File: src/rtl/sar_search.sv
`default_nettype none
// ============================================================================
//  Module   : sar_search
//  Purpose  : Successive-approximation controller that recovers the 4-bit A
//             operand of a magnitude comparator by stepping its B operand.
//  Revision : 1.0  initial release
// ============================================================================
module sar_search #(
    parameter int SETTLE = 0
) (
    input  logic       clk,
    input  logic       rst_n,
    input  logic       start,
    input  logic       greater,
    input  logic       equal,
    input  logic       less,
    output logic       cmp_en,
    output logic [3:0] probe,
    output logic       busy,
    output logic       done,
    output logic [3:0] result,
    output logic [2:0] trials,
    output logic       err
);

    typedef enum logic [0:0] {
        S_IDLE  = 1'b0,
        S_TRIAL = 1'b1
    } state_t;

    localparam logic [2:0] c_settle = 3'(SETTLE);

    state_t     r_state;
    logic [3:0] r_w;
    logic [1:0] r_k;
    logic [2:0] r_s;
    logic [3:0] r_probe;
    logic [3:0] r_result;
    logic [2:0] r_trials;
    logic       r_cmp_en;
    logic       r_busy;
    logic       r_done;
    logic       r_err;

    logic       w_legal;
    logic [3:0] w_bit;
    logic [3:0] w_w_next;
    logic [3:0] w_next_bit;
    logic [2:0] w_taken;

    // Exactly one flag high: odd parity, but not all three.
    assign w_legal    = (greater ^ equal ^ less) & ~(greater & equal & less);
    assign w_bit      = 4'b0001 << r_k;
    assign w_w_next   = greater ? (r_w | w_bit) : (r_w & ~w_bit);
    assign w_next_bit = 4'b0001 << (r_k - 2'd1);
    assign w_taken    = 3'd4 - {1'b0, r_k};

    always_ff @(posedge clk or negedge rst_n) begin
        if (!rst_n) begin
            r_state  <= S_IDLE;
            r_w      <= 4'd0;
            r_k      <= 2'd0;
            r_s      <= 3'd0;
            r_probe  <= 4'd0;
            r_result <= 4'd0;
            r_trials <= 3'd0;
            r_cmp_en <= 1'b0;
            r_busy   <= 1'b0;
            r_done   <= 1'b0;
            r_err    <= 1'b0;
        end else begin
            r_done <= 1'b0;
            case (r_state)
                S_IDLE: begin
                    if (start) begin
                        r_state  <= S_TRIAL;
                        r_w      <= 4'd0;
                        r_k      <= 2'd3;
                        r_probe  <= 4'b1000;
                        r_s      <= c_settle;
                        r_err    <= 1'b0;
                        r_trials <= 3'd0;
                        r_busy   <= 1'b1;
                        r_cmp_en <= 1'b1;
                    end
                end
                S_TRIAL: begin
                    if (r_s != 3'd0) begin
                        r_s <= r_s - 3'd1;
                    end else if (!w_legal) begin
                        r_state  <= S_IDLE;
                        r_busy   <= 1'b0;
                        r_cmp_en <= 1'b0;
                        r_probe  <= 4'd0;
                        r_done   <= 1'b1;
                        r_err    <= 1'b1;
                        r_result <= 4'd0;
                        r_trials <= w_taken;
                    end else if (equal) begin
                        r_state  <= S_IDLE;
                        r_busy   <= 1'b0;
                        r_cmp_en <= 1'b0;
                        r_probe  <= 4'd0;
                        r_done   <= 1'b1;
                        r_result <= r_probe;
                        r_trials <= w_taken;
                    end else if (r_k == 2'd0) begin
                        r_state  <= S_IDLE;
                        r_busy   <= 1'b0;
                        r_cmp_en <= 1'b0;
                        r_probe  <= 4'd0;
                        r_done   <= 1'b1;
                        r_result <= w_w_next;
                        r_trials <= 3'd4;
                    end else begin
                        // Next probe tries the next lower bit on top of the decided prefix.
                        r_w     <= w_w_next;
                        r_k     <= r_k - 2'd1;
                        r_probe <= w_w_next | w_next_bit;
                        r_s     <= c_settle;
                    end
                end
                default: r_state <= S_IDLE;
            endcase
        end
    end

    assign cmp_en = r_cmp_en;
    assign probe  = r_probe;
    assign busy   = r_busy;
    assign done   = r_done;
    assign result = r_result;
    assign trials = r_trials;
    assign err    = r_err;

endmodule
`default_nettype wire

File: config.mk
export PLATFORM = sky130hd
export DESIGN_NAME = sar_search
export DESIGN_NICKNAME = d
export VERILOG_FILES = /design/src/rtl/sar_search.sv
export SDC_FILE = /design/constraint.sdc
export NUM_CORES = 1
export LEC_CHECK = 0
export CAP_MARGIN = 20
export CORE_MARGIN = 5
export CORE_UTILIZATION = 52
export DETAILED_ROUTE_END_ITERATION = 10
export MAX_ROUTING_LAYER = met4
export PLACE_DENSITY = 0.87
export SLEW_MARGIN = 20
export SYNTH_ARGS = -nofsm -noshare
export SYNTH_HDL_FRONTEND = slang
export SYNTH_SLANG_ARGS = --single-unit
File: constraint.sdc
create_clock -name clk -period 2.12 [get_ports clk]
set_clock_uncertainty 0.2 [all_clocks]
set_input_delay 0.212 -clock clk [delete_from_list [all_inputs] [get_ports clk]]
set_output_delay 0.212 -clock clk [all_outputs]
set_load 0.01 [all_outputs]
Word-level counts from Yosys, hierarchy flattened
Cells that the tools add are included.
Widths: inputs -> output; s select.

storage, ports and cells
  bits in registers = 24
  input port bits = 6
  output and inout bits = 15
  word-level logic and storage cells = 100

operators by class
  add/subtract/negate cells = 3
  equal/unequal tests = 11
  shifts and indexed selects = 2
  mux-type cells = 54
  bitwise gates (word level) = 12
  reductions and logical operators = 8

operator list
  cell                 count
  $mux 4               14
  $mux 3               9
  $mux 1               18
  $pmux 4 s2           2
  $pmux 3 s2           2
  $mux 2               5
  $ne 2x2->1 const B   5
  $reduce_and 3->1     3
  $or 4x4->4           2
  $shl 1x2->4 const A  2
  $ne 3x2->1 const B   2
  $pmux 1 s2           3
  $reduce_and 5->1     1
  $and 4x4->4          1
  $ne 4x3->1 const B   1
  $not 4->4            1
  $pmux 2 s2           1
  $reduce_and 4->1     1
  $and 1x1->1          3
  $ne 3x1->1 const B   1
  $ne 3x3->1 const B   1
  $not 1->1            3
  $reduce_bool 3->1    1
  $sub 3x1->3 const B  1
  other kinds (6)      7

Logic depth before layout (Yosys ltp)
  word-level depth = 10
  gate-level depth with buffers = 7
  mapped depth without buffers = 7

Worst setup path after synthesis
No wires, ideal clock.

  path kind = register to register
  start point = reg r_k[0]
  end point = reg r_k[1]
  library setup time = 0.086 ns
  data arrival time = 1.496 ns
  required time = 1.834 ns
  setup slack = 0.338 ns
  stages on the path, launching flop included = 7
  buffers on the path = 0
  period minus slack after synthesis = 1.782 ns
  path through = dfrtp_1 inv_1 ha_1 nor2_1 o21ai_2 or3_1 a32oi_1

on the way
  longest elaborated chain between the ends = 6
  elaborated cells between the ends (all ways) = 9
  classes of those cells = add/sub: 1; eq/ne: 1; mux: 5; reduce/logical: 2

ends and longest elaborated chain
  element                 line  RTL
  from (decl)             35    logic [1:0] r_k;
  from (signal assigned)  118   r_k <= r_k - 2'd1;
  $sub 2x1->2             118
  $mux 2                  107   end else if (r_k == 2'd0) begin
  $mux 2                  99    end else if (equal) begin
  $mux 2                  90    end else if (!w_legal) begin
  $mux 2                  88    if (r_s != 3'd0) begin
  $pmux 2 s2              73    case (r_state)

Parallel ways exist; a longest one is shown, timed or not. The select of a mux whose other input is x is not followed.
A chain may end at the register's enable or synchronous reset.

Worst setup path in the final report
  start point = in greater
  end point = reg r_probe[2], in the netlist probe[2]

on the way
  longest elaborated chain between the ends = 7
  elaborated cells between the ends (all ways) = 13
  classes of those cells = mux: 6; bitwise: 7

ends and longest elaborated chain
  element                                           line     RTL
  from (decl)                                       14       input logic greater,
  $mux 4 / $and 1x1->1 (equally long branches)      54, 52
  $or 4x4->4 / $and 1x1->1 (equally long branches)  119, 52
  $mux 4 / $not 1->1 (equally long branches)        107, 52
  $mux 4 / $and 1x1->1 (equally long branches)      99, 52
  $mux 4 *                                          90
  $mux 4 *                                          88
  $pmux 4 s2 *                                      73
  to (signal assigned)                              119      r_probe <= w_w_next | w_next_bit;
  to (decl)                                         37       logic [3:0] r_probe;

Every way passes the cells marked *; elsewhere a longest branch is shown, timed or not. The select of a mux whose other input is x is not followed.

==> impl_results.md <==
- Outcome: finished, final reports clean
- Num ports: 21
- H-tree levels: 1
- Avg WL per Cell: 15.8 µm
- Drt total wl: 2880 µm
- Clock Latency Late Sink: 310 ps
- Vias: 1065
- Hold/Removal Path Class: in2async
- Filler cell count: 178
- Cts bufs inserted: 3
- Area grow syn2layout: 28.2%
- Share of cells above drive strength 1: 15.6%
- First-pass GRT wire length: 5080 µm
- Total global routing track utilization: 19.2%
- Clk pwr share: 18.0%
- Net count after synthesis: 133
- Core Region: 0.00225 mm²
- CTS tree: done
- Max Cap Viol: 0
- Worst-Margin Slew: 452 ps
- Die area: 0.00350 mm²
- Initial Util: 55.7%
- FF+latch count, synth: 24
- Register share of total power: 35.6%
- DR DRC count: 0
- Minimum clock period: 2000 ps
- Dpl ws: -181 ps
- # clock sinks: 24
- Vias in the first global route: 1102
- Required @ worst endpoint: 2150 ps
- Sw Ratio: 35.4%
- RR Startpoint: r_k[0]
- Max Root-Sink Buffers: 2
- Post-Syn Area: 0.00126 mm²
- Most frequent cells in the layout: dfrtp_1 (24), clkdlybuf4s50_1 (20), o21ai_0 (15)
- Antenna fix cells: 0
- Total power: 1820 µW
- Synth warn: 0
- NetSw: 645 µW
- Root buffer selected by CTS: clkbuf_4
- Register clock-pin slew on the reported worst setup and hold paths: 130 ps
- Via density: 5.85
- CP arrival: 2030 ps
- Fin nets: 166
- Setup crit start: greater
- Number of gates resized after CTS: 0
- Worst slew margin: 69.7%
- Die height: 59.2 µm
- Maximum VDD drop: 0.000907 V
- Cell Rows: 17
- Initial antenna violation count: 0
- Post-route ant nets: 0
- F_max: 501 MHz
- Syn Inst Count: 122
- Internal Power: 1180 µW
- Crit share post-route: 94.1%
- Most common cell after layout, fill and taps aside: dfrtp_1
- Mean post-synth cell area: 10.3 µm²
- DRT Pass-1 Iters: 4
- Largest net degree at the start of global routing: 25
- Worst Setup End Kind: register
- Worst setup SP type: input pin
- GR Overflow Total: 0
- Crit-path max FO: 5
- Post-synthesis sequential area ratio: 47.8%
- Hold_buf cts: 0
- Final hold viol count: 0
- Placer Congestion: 0.903
- Post-synth cell types: 37
- Leakage: 0.000717 µW
- PortBufs: 20
- Final worst slack: 125 ps
- Power density cells: 1130 mW/mm²
- Die Wd: 59.2 µm
- Postcts setup bufs: 0
- Setup-failing EPs final: 0
- Critical path class: in2reg
- Fin. max-slew vios: 0
- RSZ-0062 raised after global routing: false
- Initial DRC count: 24
- Post-DP HPWL: 2170 µm
- Comb pwr share: 46.5%
==> cell families (layout without fill, tap and decap cells) <==
group                    after synthesis  count (layout)  synth area share, %
buffers and inverters                  6              38                 2.19
AO/OA/AOI/OAI                         42              42                 22.3
AND/OR/NAND/NOR                       39              39                 17.8
adder cells (fa/ha/maj)                5               5                 4.98
multiplexers                           6               6                 4.88
flip-flops                            24              24                 47.8
==> worst paths after layout <==
| path | end | slack, ps | cells past startpoint |
|---|---|---|---|
| worst max-delay path | probe[2] | 120 | 7 |
| worst min-delay path | trials[2] | 50 | 2 |
| worst max register to register | probe[2] | 310 | 7 |
| worst min register to register | r_w[0] | 310 | 1 |
| max in group asynchronous | probe[2] | 1440 | 2 |
| min in group clk | r_w[0] | 310 | 1 |
==> layout make-up <==
class,count,area (µm²),share of cell area (%)
clock buffers,3,22.5,1.40
clock inverters,1,30.0,1.86
inverters,3,11.3,0.699
multi-input cells,92,628,39.0
flip-flops and latches,24,601,37.3
well taps,28,35.0,2.18
repair buffers,31,283,17.6
==> registers in the layout (all words and copies together), names as in the netlist <==
signal	count
trials	3
r_s	3
r_k	2
result	4
r_state	1
probe	4
r_w	4
done	1
busy	1
err	1
==> per-layer routing <==
metal | GRT usage [%] | up-vias | part of all wire [%]
met5 | - | - | 0
met4 | 2.27 | 0 | 1.5
met3 | 4.14 | 6 | 3.4
met2 | 34.1 | 28 | 50
met1 | 22.9 | 521 | 45
li1 | - | 510 | -
==> synth_stat cells <==
cell type  number  area, µm²
a21oi_1         8       40.0
a32oi_1         1       8.76
or3_1           1       6.26
mux2_2          1       11.3
o21ai_2         1       8.76
clkbuf_1        1       3.75
buf_2           1       5.00
and2_1          2       12.5
a32o_1          3       30.0
nor3b_2         1       12.5
a22o_1          2       17.5
nor4b_4         1       23.8
nand2_1         9       33.8
a21boi_4        1       18.8
nor2b_1         2       12.5
a211oi_1        1       7.51
nor2_1         12       45.0
buf_4           1       7.51
nand2_2         1       6.26
nand3_1         1       5.00
inv_1           3       11.3
o21a_1          1       7.51
mux2i_1         5       50.1
or2b_1          1       7.51
nand2b_1        3       18.8
or3b_4          1       11.3
or3_4           1       11.3
nand4_1         2       12.5
dfrtp_1        24        601
ha_1            5       62.6
a21o_1          1       7.51
nor3_1          1       5.00
o21ai_1         1       5.00
a31o_2          1       8.76
o21ai_0        15       75.1
o211ai_1        2       15.0
o31ai_1         4       30.0
==> through the flow <==
| step | instance area, µm² | hold slack (ps) | setup TNS, ps | util [%] | instances |
|---|---|---|---|---|---|
| global route | 1610 | 80.3 | 0 | 71.4 | 182 |
| floorplan | 1260 | -284 | 0 | - | 122 |
| global placement | 1560 | 270 | -326 | 69.1 | 178 |
| finish | 1610 | 46.8 | 0 | 71.4 | 182 |
| detailed placement | 1560 | 285 | -1090 | 69.1 | 178 |
| CTS | 1610 | 55.2 | 0 | 71.4 | 182 |
==> power by group through the flow <==
stage               Clock [µW]  Combinational [µW]  Sequential, µW
floorplan                    0                 412             709
global placement             0                 818             653
detailed placement           0                 838             660
CTS                        337                 849             651
global route               348                 937             669
finish                     327                 848             649
==> critical path, stage by stage <==
cell,delay (ps)
clkdlybuf4s50_1,430
ha_1,360
or3b_4,410
a21boi_4,190
buf_4,160
o21ai_0,80
o21ai_0,180
No activity file was read; power rests on OpenSTA's default activity.
